$ cat src/rtl/pc_flow_controller.sv
// Program-counter sequencer for the MUSA fetch stage: resolves sequential/jump/call/ret/irq
// requests and issues push/pop strobes to the 8-entry return-address stack.
module pc_flow_controller #(
   parameter int                  PC_WIDTH     = 13,
   parameter int                  DEPTH        = 8,
   parameter logic [PC_WIDTH-1:0] RESET_VECTOR = 13'h0000,
   parameter logic [PC_WIDTH-1:0] IRQ_VECTOR   = 13'h0004,
   parameter logic [PC_WIDTH-1:0] FAULT_VECTOR = 13'h0008
) (
   input  logic                clk,
   input  logic                reset,
   input  logic                advance,
   input  logic                jump,
   input  logic                call,
   input  logic                ret,
   input  logic                irq,
   input  logic [PC_WIDTH-1:0] target,
   input  logic [PC_WIDTH-1:0] stackOut,
   input  logic                stackOverflow,
   output logic [PC_WIDTH-1:0] pc,
   output logic                readStack,
   output logic                writeStack,
   output logic [PC_WIDTH-1:0] pushData,
   output logic                irqAck,
   output logic                busy,
   output logic                fault,
   output logic [1:0]          faultCode
);

   localparam int DW = $clog2(DEPTH + 1);

   typedef enum logic [1:0] {RUN, POP_REQ, POP_LOAD, FAULT} state_t;

   state_t              state, state_n;
   logic [DW-1:0]       depth, depth_n, isr_depth, isr_depth_n, depth_dec;
   logic                in_isr, in_isr_n;
   logic [PC_WIDTH-1:0] pc_n, push_n;
   logic                rd_n, wr_n, ack_n, fault_n;
   logic [1:0]          code_n;
   logic                fault_req;
   logic [1:0]          fault_req_code;

   assign depth_dec = depth - DW'(1);

   // All architectural state and the strobes are registered together
   always_ff @(posedge clk or posedge reset) begin
      if (reset) begin
         state      <= RUN;
         pc         <= RESET_VECTOR;
         depth      <= '0;
         isr_depth  <= '0;
         in_isr     <= 1'b0;
         readStack  <= 1'b0;
         writeStack <= 1'b0;
         pushData   <= '0;
         irqAck     <= 1'b0;
         fault      <= 1'b0;
         faultCode  <= 2'b00;
      end else begin
         state      <= state_n;
         pc         <= pc_n;
         depth      <= depth_n;
         isr_depth  <= isr_depth_n;
         in_isr     <= in_isr_n;
         readStack  <= rd_n;
         writeStack <= wr_n;
         pushData   <= push_n;
         irqAck     <= ack_n;
         fault      <= fault_n;
         faultCode  <= code_n;
      end
   end

   always_comb begin
      state_n        = state;
      pc_n           = pc;
      depth_n        = depth;
      isr_depth_n    = isr_depth;
      in_isr_n       = in_isr;
      push_n         = pushData;
      rd_n           = 1'b0;
      wr_n           = 1'b0;
      ack_n          = 1'b0;
      fault_n        = fault;
      code_n         = faultCode;
      fault_req      = 1'b0;
      fault_req_code = 2'b00;
      case (state)
         RUN: if (advance) begin
            if (irq && !in_isr) begin
               if (depth == DW'(DEPTH)) begin
                  fault_req      = 1'b1;
                  fault_req_code = 2'b01;
               end else begin
                  // Push the interrupted pc itself so it is re-executed on return
                  wr_n        = 1'b1;
                  ack_n       = 1'b1;
                  push_n      = pc;
                  pc_n        = IRQ_VECTOR;
                  depth_n     = depth + DW'(1);
                  in_isr_n    = 1'b1;
                  isr_depth_n = depth;
               end
            end else if (ret) begin
               if (depth == '0) begin
                  fault_req      = 1'b1;
                  fault_req_code = 2'b10;
               end else begin
                  rd_n    = 1'b1;
                  state_n = POP_REQ;
               end
            end else if (call) begin
               if (depth == DW'(DEPTH)) begin
                  fault_req      = 1'b1;
                  fault_req_code = 2'b01;
               end else begin
                  wr_n    = 1'b1;
                  push_n  = pc + PC_WIDTH'(1);
                  pc_n    = target;
                  depth_n = depth + DW'(1);
               end
            end else if (jump) begin
               pc_n = target;
            end else begin
               pc_n = pc + PC_WIDTH'(1);
            end
         end
         POP_REQ: state_n = POP_LOAD;
         POP_LOAD: begin
            pc_n    = stackOut;
            depth_n = depth_dec;
            if (in_isr && depth_dec == isr_depth) in_isr_n = 1'b0;
            state_n = RUN;
         end
         default: ;
      endcase
      // A stack-reported error overrides whatever the state was doing
      if (stackOverflow && state != FAULT) begin
         fault_req      = 1'b1;
         fault_req_code = 2'b11;
      end
      if (fault_req) begin
         state_n = FAULT;
         pc_n    = FAULT_VECTOR;
         depth_n = depth;
         in_isr_n    = in_isr;
         isr_depth_n = isr_depth;
         fault_n = 1'b1;
         code_n  = fault_req_code;
         rd_n    = 1'b0;
         wr_n    = 1'b0;
         ack_n   = 1'b0;
      end
   end

   always_comb begin
      busy = (state != RUN);
   end

endmodule

$ cat config.mk
export PLATFORM = sky130hd
export DESIGN_NAME = pc_flow_controller
export DESIGN_NICKNAME = d
export VERILOG_FILES = /design/src/rtl/pc_flow_controller.sv
export SDC_FILE = /design/constraint.sdc
export NUM_CORES = 1
export LEC_CHECK = 0
export CORE_ASPECT_RATIO = 1.5
export CORE_MARGIN = 8
export CORE_UTILIZATION = 60
export DETAILED_ROUTE_END_ITERATION = 16
export DONT_BUFFER_PORTS = 1
export GPL_ROUTABILITY_DRIVEN = 1
export HOLD_SLACK_MARGIN = 0.03
export PLACE_DENSITY = 0.76
export SETUP_SLACK_MARGIN = 0.3
export SYNTH_ARGS = -nofsm -noshare
export SYNTH_HDL_FRONTEND = slang
export SYNTH_SLANG_ARGS = --single-unit
$ cat constraint.sdc
create_clock -name clk -period 2.3 [get_ports clk]
set_input_delay 0.345 -clock clk [delete_from_list [all_inputs] [get_ports clk]]
set_output_delay 0.345 -clock clk [all_outputs]
set_load 0.02 [all_outputs]
# Yosys cells after proc, flatten, opt, wreduce, memory -nomap -nowiden
# Index checks and enable logic that the tools add are counted.
# W data, S select, Z words.
totals:
  ff_bits: 43
  inputBits: 34
  word_cells: 116
classes:
  n_addsub: 3
  eq_ne: 19
  n_mux: 64
  n_bitwise: 2
  reduce_logical: 17
ops:
  columns: ["cell", "n"]
  rows:
  - ["$mux W13", 13]
  - ["$mux W1", 30]
  - ["$pmux W13 S2", 1]
  - ["$reduce_and A5 Y1", 5]
  - ["$mux W2", 12]
  - ["$mux W4", 5]
  - ["$ne A3 B3 Y1 const B", 6]
  - ["$add A13 B1 Y13 const B", 1]
  - ["$ne A4 B4 Y1 const B", 3]
  - ["$ne A2 B2 Y1 const B", 5]
  - ["$pmux W4 S2", 1]
  - ["$pmux W2 S3", 1]
  - ["$reduce_and A6 Y1", 1]
  - ["$reduce_bool A2 Y1", 3]
  - ["$add A4 B1 Y4 const B", 1]
  - ["$eq A4 B4 Y1", 1]
  - ["$eq A4 B4 Y1 const B", 1]
  - ["$logic_not A4 Y1", 1]
  - ["$reduce_bool A4 Y1", 1]
  - ["$sub A4 B1 Y4 const B", 1]
  - ["$logic_and A1 B1 Y1", 3]
  - ["$reduce_bool A3 Y1", 1]
  - ["$eq A2 B1 Y1 const B", 1]
  - ["$eq A2 B2 Y1 const B", 1]
  - ["other kinds (5)", 6]

# Longest topological paths before layout
# Gate-level depths: netlist of the first run.
logic_depth:
  ltp_word: 10
  depth_mapped: 8

# Least setup slack after synthesis of the first run
# No wires, ideal clock.
synth_path:
  kind: "reg2reg"
  start: "register depth[0]"
  end: "register pc[1]"
  arrival_time_ns: 1.749
  required_time_ns: 2.180
  setup_slack_ns: 0.431
  stages_incl_launch_ff: 9
  n_path_buf: 1
  synth_period_minus_slack_ns: 1.869
  path_cell_list: "dfrtp_1 inv_1 ha_1 or3b_4 nor3b_4 o21ai_4 o211ai_4 buf_12 o21ai_2"
synth_between:
  elab_chain_len: 10
synth_lines:
  columns: ["item", "line_no", "text"]
  rows:
  - ["start, declared", "35", "logic [DW-1:0] depth, depth_n, isr_depth, isr_depth_n, depth_dec;"]
  - ["start signal, assigned", "62", "depth <= depth_n;"]
  - ["$eq A4 B4 Y1", "91, 113", null]
  - ["$mux W1", "91, 113", null]
  - ["$mux W1", "112", "end else if (call) begin"]
  - ["$mux W1", "104", "end else if (ret) begin"]
  - ["$mux W1", "90", "if (irq && !in_isr) begin"]
  - ["$mux W1", "89", "RUN: if (advance) begin"]
  - ["$mux W1", "88", "case (state)"]
  - ["$mux W1", "138", "if (stackOverflow && state != FAULT) begin"]
  - ["$ne A4 B4 Y1 (no source line) (tied with other cells)", null, null]
  - ["$reduce_and A5 Y1 (no source line)", null, null]
  - ["end signal, assigned", "61", "pc <= pc_n;"]
  - ["end, declared", "20", "output logic [PC_WIDTH-1:0] pc,"]
# Parallel ways exist; a longest one is shown, timed or not.
# A chain may end at the register's enable or synchronous reset.

# Worst setup path after layout of the first run
layout_path:
  start: "register state[0]"
  end: "register isr_depth[0]"
layout_between:
  elab_chain_len: 5
layout_lines:
  columns: ["item", "line_no", "text"]
  rows:
  - ["start, declared", "34", "state_t state, state_n;"]
  - ["start signal, assigned", "60", "state <= state_n;"]
  - ["$logic_not A2 Y1 / $ne A2 B2 Y1 (equally long branches)", "88, 138", null]
  - ["$mux W1 / $logic_and A1 B1 Y1 (equally long branches)", "88, 138", null]
  - ["$mux W1", "138", null]
  - ["$not A1 Y1 (no source line)", null, null]
  - ["$reduce_and A5 Y1 (no source line) (*)", null, null]
  - ["end signal, assigned", "63", "isr_depth <= isr_depth_n;"]
  - ["end, declared", "35", null]
# Mark *: on every way between the ends. The rest lies on a longest branch, timed or not.

==> results_dict.tcl, run 1 <==
set metrics [dict create \
    grt_pass1_wl_um 10700 \
    setup_tns_ns 0 \
    final.period_utilization 0.842 \
    numClockSinks 43 \
    die_span_x_um 71.2 \
    most_instantiated_cells_after_synthesis "dfrtp_1 (43), nand2_1 (32), a21oi_1 (24)" \
    worst_ir_drop_vdd_uv 709 \
    vias_per_cell 6.10 \
    post_synth_edffs 0 \
    drt_iter0_drc 124 \
    grt_setup_unrepaired "yes" \
    area_growth_syn_to_fin_pct 9.87 \
    dp_worst_setup_slack_ns 0.238 \
    drv_slew 0 \
    detail_route.wirelength_um 6690 \
    row_count 30 \
    yosys_warning_total 0 \
    timing.final.hold_violations 0 \
    grt_pass1_vias 2193 \
    htree_num_levels 2 \
    synth.yosys.seq_area_share 0.393 \
    pin_count 67 \
    timing.setup.critical_path_class "register to register" \
    clockRootBuffer "clkbuf_8" \
    synth.top_cells.by_area "dfrtp_1 (39%), xnor2_1 (5.8%), a21oi_1 (4.4%)" \
    numPlacedInstances 338 \
    cp-end-kind "register" \
    yosysUniqueCellTypes 59 \
    ff2ff_path_depth 6 \
    synth-seq-cells 43 \
    critPathRequiredTime_ns 2.48 \
    timing.critical_path.fanout_max 8 \
    p_per_area_mw_per_mm2 1400 \
    post-synth-top-area-fraction 0.393 \
    post_synth_inst_count 294 \
    route.antenna.remaining_nets 0 \
    port-buffer-count 0 \
    hold_buffers 0 \
    synth-main-ff-cell "dfrtp_1" \
    hp-class "input pin to asynchronous set/reset pin" \
    multiInputGateArea_sq_mm 0.00153 \
    outcome "completed" \
    worst_slew_margin_rel 0.621 \
    fin_worst_skew_ns 0.00772 \
    initial_antenna_violation_count 0 \
    static-leakage-power_nw 1.28 \
    worst_skew_pair.late_latency_ns 0.30 \
    dieHeight_um 98.8 \
    layout_utilization 0.674 \
    cts_buffer_depth 2 \
    finalSetupViolCount 0 \
    startpoint_type "register" \
    post_drt_wl_per_cell_um 19.0 \
    syn_avg_cell_area_sq_um 9.32 \
    most_numerous_cell_in_the_yosys_netlist "dfrtp_1" \
    fin_nets 345 \
    first_pass_iters 4 \
    cp_data_arrival_time_ns 2.12 \
    pin_count_of_the_biggest_net_entering_global_routing 44 \
    core_region_area_sq_mm 0.00447 \
    place.detailed.hpwl_um 5080 \
    clk_pin_slew_worst_paths_ns 0.09 \
    timing.final.crit_period_ns 1.94 \
    groute.usage.overall 0.196 \
    postSynth.asyncResetShare 1.00 \
    remaining_design_rule_violation_count 0 \
    synth_top_cell_by_area "dfrtp_1" \
    regArea_sq_mm 0.00108 \
    netlist_area_before_placement_sq_mm 0.00274 \
    die_area_sq_mm 0.00703 \
    detailed_route_via_count 2147 \
    numCtsBuffers 5 \
    grt_overflow_total 0 \
    final.fill_count 366 \
    post-route-worst-setup-slack_ns 0.363 \
    gp_congestion 1.02 \
    finish.cell_count_without_fillers 352 \
    worst_slew_pin_slew_ns 0.565 \
    timing.fmax_mhz 516 \
    tritoncts "done" \
    antenna-diode-count 0 \
    final_layout_size_suffix_gt1_frac 0.220 \
    drv_cap 0 \
    floorplan.initialDensity 0.613 \
    syn-num-nets 336 \
]
## worst max-delay path, stage by stage, from the launching register on
cell and delay [ns]:
dfrtp_1 0.43, inv_1 0.10, ha_2 0.25, and2_4 0.21, nand2_1 0.15, nor3_4 0.30, mux2_2 0.38
## final cells by class
type	count	area share
Multi-Input combinational cell	222	0.508
Tap cell	48	0.0200
Clock buffer	5	0.0229
Sequential cell	43	0.358
Timing Repair Buffer	20	0.0553
Clock inverter	3	0.0225
Inverter	11	0.0137
## layout by cell type (no fill, tap or decap), drive strengths merged, types with 2 or more instances in the layout
cell type	n
a21o	2
a21oi	24
a22o	5
a22oi	3
a2bb2oi	2
a31oi	4
and2	3
and3	2
buf	20
bufinv	2
clkbuf	5
dfrtp	43
ha	8
inv	10
mux2	6
nand2	33
nand2b	3
nand3	9
nand4	7
nor2	24
nor2b	2
nor3	12
nor4	2
o211ai	2
o21ai	18
o31ai	3
o32a	3
or2	3
xnor2	18
xor2	12
## final timing paths
path                              startpoint      endpoint  slack, ns
worst min-delay path                   reset   pushData[0]       0.05
worst max register to register      state[0]  isr_depth[0]       0.36
worst max-delay path                state[0]  isr_depth[0]       0.36
max in group asynchronous              reset      depth[1]       1.84
worst min register to register  isr_depth[2]  isr_depth[2]       0.53
min in group clk                 stackOut[5]         pc[5]       0.23
## state kept, by name, summed over array words and instances (netlist names)
| name | flops |
|---|---|
| fault | 1 |
| readStack | 1 |
| depth | 4 |
| irqAck | 1 |
| writeStack | 1 |
| state | 2 |
| isr_depth | 4 |
| faultCode | 2 |
| pushData | 13 |
| pc | 13 |
| in_isr | 1 |
## repair_timing
item                                    CTS  global route
endpoints found under the setup margin   18            35
gates resized for setup                   1             8
pin swaps                                 1             3
buffers inserted                          4             2
## metal layers
layer  up-vias  track usage  routed length [um]
met5         -            0                   0
met4         0       0.0870                 133
met3        17       0.0752                 564
met2        73        0.359                3710
met1      1013        0.185                2280
li1       1044            -                   -
## kinds of logic after synthesis
family / synth area share
adders and majority gates: 0.0365
buffers and inverters: 0.0544
xor gates and xnor gates: 0.0959
DFF: 0.393
AOI/OAI and AO/OA: 0.192
muxes: 0.0283
and+or+nand+nor: 0.200
## power breakdown
group          switching [W]  internal [W]
clock               0.000267      0.000433
combinational       0.000982      0.000843
sequential          0.000624       0.00107
## stage by stage
step / total power, W / hold slack [ns] / area, sq um
4_1_cts: 0.00418 / 0.0716 / 2980
5_1_grt: 0.00452 / 0.0873 / 3010
3_3_place_gp: 0.00336 / 0.394 / 2800
2_1_floorplan: 0.00304 / 0.501 / 2740
3_5_place_dp: 0.00341 / 0.396 / 2800
6_report: 0.00422 / 0.0511 / 3010
Power figures use the tool's default switching activity.
==> inputs of run 2 (changes only) <==
--- a/config.mk
+++ b/config.mk
@@ -5,6 +5,7 @@
 export SDC_FILE = /design/constraint.sdc
 export NUM_CORES = 1
 export LEC_CHECK = 0
+export ABC_AREA = 1
 export CORE_ASPECT_RATIO = 1.5
 export CORE_MARGIN = 8
 export CORE_UTILIZATION = 60
==> constraint.sdc (replaced) <==
create_clock -name clk -period 1.98 [get_ports clk]
set_input_delay 0.297 -clock clk [delete_from_list [all_inputs] [get_ports clk]]
set_output_delay 0.297 -clock clk [all_outputs]
set_load 0.02 [all_outputs]
==> run 2 against run 1 <==
Net effect: sequential power increased by 5%; non-clock buffer count increased by 35; setup slack got worse by 0.21 ns; hold slack improved by 0.10 ns; utilization increased by 11 points; clock skew increased by 0.0017 ns; synthesized area increased by 4.5%; first-iteration DRC count increased by 88%; clock-buffer cell count unchanged.
==> results_dict.tcl, run 2 <==
set metrics [dict create \
    outcome "completed" \
    layout_utilization 0.781 \
    finalSetupViolCount 0 \
    most-common-layout-cells "nand2_1 (121), buf_4 (43), dfrtp_1 (42), nor2_1 (37), inv_1 (29)" \
    regToRegEndpoint "pc[4]" \
    timing.fmax_mhz 546 \
    synth-main-ff-cell "dfrtp_1" \
    most_instantiated_cells_after_synthesis "nand2_1 (130), dfrtp_1 (43), nor2_1 (43)" \
    postSynth.asyncResetShare 1.00 \
    timing.final.crit_period_ns 1.83 \
    worst_slew_margin_rel 0.631 \
    dieHeight_um 101 \
    cp-end-kind "register" \
    critPathRequiredTime_ns 2.23 \
    synth.yosys.seq_area_share 0.376 \
    route.antenna.remaining_nets 0 \
    port-buffer-count 0 \
    worst_slew_pin_slew_ns 0.553 \
    yosysUniqueCellTypes 34 \
    numClockSinks 43 \
    yosys_warning_total 0 \
    pin_count_of_the_biggest_net_entering_global_routing 44 \
    ff2ff_path_depth 9 \
    grt_setup_unrepaired "yes" \
    tritoncts "done" \
    numCtsBuffers 5 \
    grt_pass1_vias 2974 \
    synth.top_cells.by_area "dfrtp_1 (38%), nand2_1 (17%), nor2_1 (5.6%)" \
    worst_ir_drop_vdd_uv 917 \
    antenna-diode-count 0 \
    fin_nets 495 \
    core_region_area_sq_mm 0.00473 \
    startpoint_type "register" \
    first_pass_iters 5 \
    groute.usage.overall 0.247 \
    row_count 31 \
    place.detailed.hpwl_um 5860 \
    timing.critical_path.fanout_max 7 \
    post_drt_wl_per_cell_um 18.4 \
    final.fill_count 324 \
    die_area_sq_mm 0.00728 \
    cts_buffer_depth 2 \
    timing.final.hold_violations 0 \
    clk_pin_slew_worst_paths_ns 0.09 \
    pin_count 67 \
    synth-seq-cells 43 \
    most_numerous_cell_in_the_yosys_netlist "nand2_1" \
    post_synth_edffs 0 \
    ff2ff_setup_slack_ns 0.15 \
    setup_tns_ns 0 \
    gp_congestion 0.991 \
    clockRootBuffer "clkbuf_8" \
    drv_slew 0 \
    p_per_area_mw_per_mm2 1660 \
    remaining_design_rule_violation_count 0 \
    fin_worst_skew_ns 0.00945 \
    floorplan.initialDensity 0.605 \
    start_point_of_the_critical_path "state[1]" \
    grt_pass1_wl_um 14000 \
    final.period_utilization 0.925 \
    synth_top_cell_by_area "dfrtp_1" \
    final_layout_size_suffix_gt1_frac 0.278 \
    worst_skew_pair.late_latency_ns 0.31 \
    post-synth-top-area-fraction 0.376 \
    worst_setup_path_endpoint "pc[4]" \
    p_total_w 0.00614 \
    vias_per_cell 5.81 \
    die_span_x_um 72.4 \
    final_common_cell "nand2_1" \
    detailed_route_via_count 3019 \
    grt_overflow_total 0 \
    post_synth_inst_count 401 \
    biggestRegsByFlops "pc x13, pushData x13" \
    static-leakage-power_nw 1.84 \
    detail_route.wirelength_um 9550 \
    area_growth_syn_to_fin_pct 29.2 \
    hp-class "input pin to register" \
    initial_antenna_violation_count 0 \
    htree_num_levels 2 \
    syn_avg_cell_area_sq_um 7.14 \
    cp_data_arrival_time_ns 2.09 \
    timing.setup.critical_path_class "register to register" \
    netlist_area_before_placement_sq_mm 0.00286 \
    drt_iter0_drc 233 \
    syn-num-nets 443 \
    drv_cap 0 \
    timing.rr.start "state[1]" \
]
## run 2: changes by cell type in the layout (fill, tap and decap cells not counted), moves of 12 or more
cell     change
nand2_1     +89
buf_4       +25
inv_1       +21
a21oi_1     -18
nand2_2     +18
o21ai_0     +15
nor2_1      +14
xnor2_1     -14
nand3_1     +12
## run 2: report_power, final
group	leakage, nW	total [W]	switching, W	internal [W]
Clock	0.0581	0.000713	0.000337	0.000376
Combinational	1.24	0.00364	0.00202	0.00163
Sequential	0.537	0.00178	0.000569	0.00121
## run 2: timing repair
action,4_1_cts,5_1_grt
endpoints found under the setup margin,38,41
hold buffers,1,0
buffers inserted,21,11
cloned,2,1
resized for setup,23,34
endpoints found under the hold margin,18,0
pin swaps,14,23
## run 2: routing by layer
layer	part of all wire	track usage	wire length [um]	vias up
met5	0	0	0	-
met4	0.062	0.161	591	0
met3	0.086	0.0548	820	53
met2	0.53	0.454	5050	186
met1	0.32	0.236	3090	1408
li1	-	-	-	1372
## run 2: cells by family after synthesis
family | synth area share
and+or+nand+nor | 0.365
DFF | 0.376
AOI/OAI and AO/OA | 0.104
adders and majority gates | 0.0350
xor gates and xnor gates | 0.0367
buffers and inverters | 0.0795
muxes | 0.00350
## run 2: worst min-delay path by stage
stage | from | to | slack [ns] | cells past startpoint
2_1_floorplan | advance | readStack | 0.45 | 2
3_3_place_gp | reset | pushData[1] | 0.35 | 2
3_5_place_dp | reset | pushData[1] | 0.36 | 2
4_1_cts | advance | readStack | 0.15 | 2
5_1_grt | advance | readStack | 0.16 | 2
6_report | advance | readStack | 0.16 | 2
## run 2: layout make-up
cell class	count	area (sq um)	share of cell area
flip-flops and latches	43	1080	0.291
clock inverters	3	43.8	0.0118
inverters	43	164	0.0443
clock buffers	5	68.8	0.0186
well taps	66	82.6	0.0223
repair buffers	55	538	0.146
multi-input cells	305	1720	0.466
## run 2: critical path: stages (launching register included)
cell	delay, ns
dfrtp_1	0.41
inv_2	0.07
ha_4	0.17
buf_4	0.17
o21ai_4	0.18
nor2_2	0.08
nor3_4	0.27
bufbuf_16	0.30
nand2_1	0.06
nand2_1	0.08
## run 2: per-stage QoR
| step | std cells | setup WS [ns] | area [sq um] | hold WS (ns) |
|---|---|---|---|---|
| finish | 520 | 0.148 | 3700 | 0.155 |
| global route | 520 | 0.0966 | 3700 | 0.163 |
| CTS | 508 | 0.240 | 3510 | 0.155 |
| detailed placement | 476 | 0.0818 | 3050 | 0.356 |
| global placement | 476 | 0.192 | 3050 | 0.347 |
| floorplan | 401 | 0.302 | 2880 | 0.453 |
==> inputs of run 3 (changes only) <==
--- a/config.mk
+++ b/config.mk
@@ -9,6 +9,7 @@
 export CORE_ASPECT_RATIO = 1.5
 export CORE_MARGIN = 8
 export CORE_UTILIZATION = 60
+export CTS_BUF_LIST = sky130_fd_sc_hd__clkbuf_4
 export DETAILED_ROUTE_END_ITERATION = 16
 export DONT_BUFFER_PORTS = 1
 export GPL_ROUTABILITY_DRIVEN = 1
==> run 3 against run 2 <==
Net effect: critical path depth grew 4; flip-flop and latch count unchanged; setup slack gained 0.023 ns; via count down 0.26%; clock power fell by 16%; clock skew is 0.014 ns higher; maximum frequency rose by 1.3%.
==> results_dict.tcl, run 3 (synthesis results as in run 2) <==
set metrics [dict create \
    outcome "completed" \
    timing.final.crit_period_ns 1.81 \
    row_count 31 \
    min_delay_path_depth 4 \
    detailed_route_via_count 3011 \
    grt_pass1_vias 2992 \
    setup_tns_ns 0 \
    startpoint_type "register" \
    fin_worst_skew_ns 0.0234 \
    clk_pin_slew_worst_paths_ns 0.16 \
    regArea_sq_mm 0.00108 \
    first_pass_iters 5 \
    gp_congestion 0.991 \
    vias_per_cell 5.78 \
    cp_data_arrival_time_ns 2.14 \
    place.detailed.hpwl_um 5860 \
    port-buffer-count 0 \
    ff2ff_path_depth 13 \
    die_area_sq_mm 0.00728 \
    hold_start "stackOut[5]" \
    ff2ff_setup_slack_ns 0.17 \
    start_point_of_the_critical_path "state[1]" \
    timing.critical_path.fanout_max 7 \
    drt_iter0_drc 335 \
    final.fill_count 327 \
    grt_setup_unrepaired "yes" \
    hold_critical_path_endpoint "pc[5]" \
    timing.setup.critical_path_class "register to register" \
    timing.rr.start "state[1]" \
    dieHeight_um 101 \
    static-leakage-power_nw 1.81 \
    grt_pass1_wl_um 13900 \
    timing.fmax_mhz 553 \
    final.period_utilization 0.914 \
    htree_num_levels 2 \
    die_span_x_um 72.4 \
    post_drt_wl_per_cell_um 18.0 \
    final_common_cell "nand2_1" \
    fin_nets 496 \
    initial_antenna_violation_count 0 \
    core_region_area_sq_mm 0.00473 \
    critPathRequiredTime_ns 2.31 \
    worst_slew_pin_slew_ns 0.565 \
    worst_skew_pair.late_latency_ns 0.40 \
    cp-end-kind "register" \
    finalSetupViolCount 0 \
    remaining_design_rule_violation_count 0 \
    antenna-diode-count 0 \
    timing.final.hold_violations 0 \
    cts_buffer_depth 2 \
    drv_cap 0 \
    pin_count_of_the_biggest_net_entering_global_routing 44 \
    numClockSinks 43 \
    groute.usage.overall 0.244 \
    grt_overflow_total 0 \
    tritoncts "done" \
    detail_route.wirelength_um 9380 \
    route.antenna.remaining_nets 0 \
    p_per_area_mw_per_mm2 1640 \
    p_total_w 0.00596 \
    most-common-layout-cells "nand2_1 (121), buf_4 (43), dfrtp_1 (39), nor2_1 (37), inv_1 (29)" \
    regToRegEndpoint "pc[12]" \
    numCtsBuffers 5 \
    biggestRegsByFlops "pc x13, pushData x13" \
    worst_slew_margin_rel 0.623 \
    floorplan.initialDensity 0.605 \
    worst_ir_drop_vdd_uv 1120 \
    multiInputGateArea_sq_mm 0.00169 \
    drv_slew 0 \
    final_layout_size_suffix_gt1_frac 0.290 \
    pin_count 67 \
    clockRootBuffer "clkbuf_4" \
    hp-class "input pin to register" \
    finalHoldWorstSlack_ns 0.103 \
    area_growth_syn_to_fin_pct 27.3 \
]
run 3: changes by cell type in the layout (fill, tap and decap cells not counted), moves of 3 or more:
cell	delta
dfrtp_1	-3
clkbuf_8	-5
clkbuf_4	+5
dfrtp_2	+3
run 3: timing repair:
action                     CTS  global route
gates resized for setup     21            40
pin swaps                   14            25
hold endpoints to repair    43             0
setup endpoints to repair   39            40
buffers inserted            17            16
hold buffers                 1             0
gates cloned                 2             1
run 3: worst max-delay path by stage:
| stage | to | slack, ns | depth (start not counted) |
|---|---|---|---|
| floorplan | pc[4] | 0.30 | 11 |
| global placement | pc[0] | 0.19 | 10 |
| detailed placement | pc[12] | 0.08 | 10 |
| CTS | pc[1] | 0.23 | 12 |
| global route | pc[12] | 0.11 | 13 |
| finish | pc[12] | 0.17 | 13 |
run 3: per-layer routing:
metal  up-vias  GRT usage  part of all wire
met1      1420      0.228              0.33
met3        58     0.0588             0.084
met4         0      0.164             0.062
li1       1375          -                 -
met2       158      0.450              0.53
met5         -          0                 0
run 3: layout make-up:
class                      count  area share
clock inverter                 3      0.0120
inverter                      43      0.0464
clock buffer                   5      0.0103
tap                           66      0.0227
multi-input combinational    305       0.465
sequential                    43       0.297
timing repair buffer          56       0.147
run 3: worst max-delay path, stage by stage, from the launching register on:
cell and delay, ns:
dfrtp_1 0.41, inv_2 0.07, ha_4 0.17, nand2_4 0.10
inv_4 0.04, buf_6 0.12, nand3_4 0.07, nand2_4 0.09
buf_12 0.14, o21ai_4 0.16, buf_6 0.12, buf_12 0.12
nand2_1 0.07, nand2_1 0.08
run 3: power breakdown:
group / internal (W) / switching [W] / total, W
Combinational: 0.00158 / 0.00199 / 0.00357
Clock: 0.000266 / 0.000331 / 0.000597
Sequential: 0.00122 / 0.000575 / 0.00179
run 3: per-stage QoR:
step	util	cells	cell area [sq um]	worst slack, ns
final	0.770	521	3640	0.171
after detailed placement	0.645	476	3050	0.0818
after global routing	0.770	521	3640	0.107
after floorplan	-	401	2880	0.302
after global placement	0.645	476	3050	0.192
after CTS	0.726	504	3430	0.227
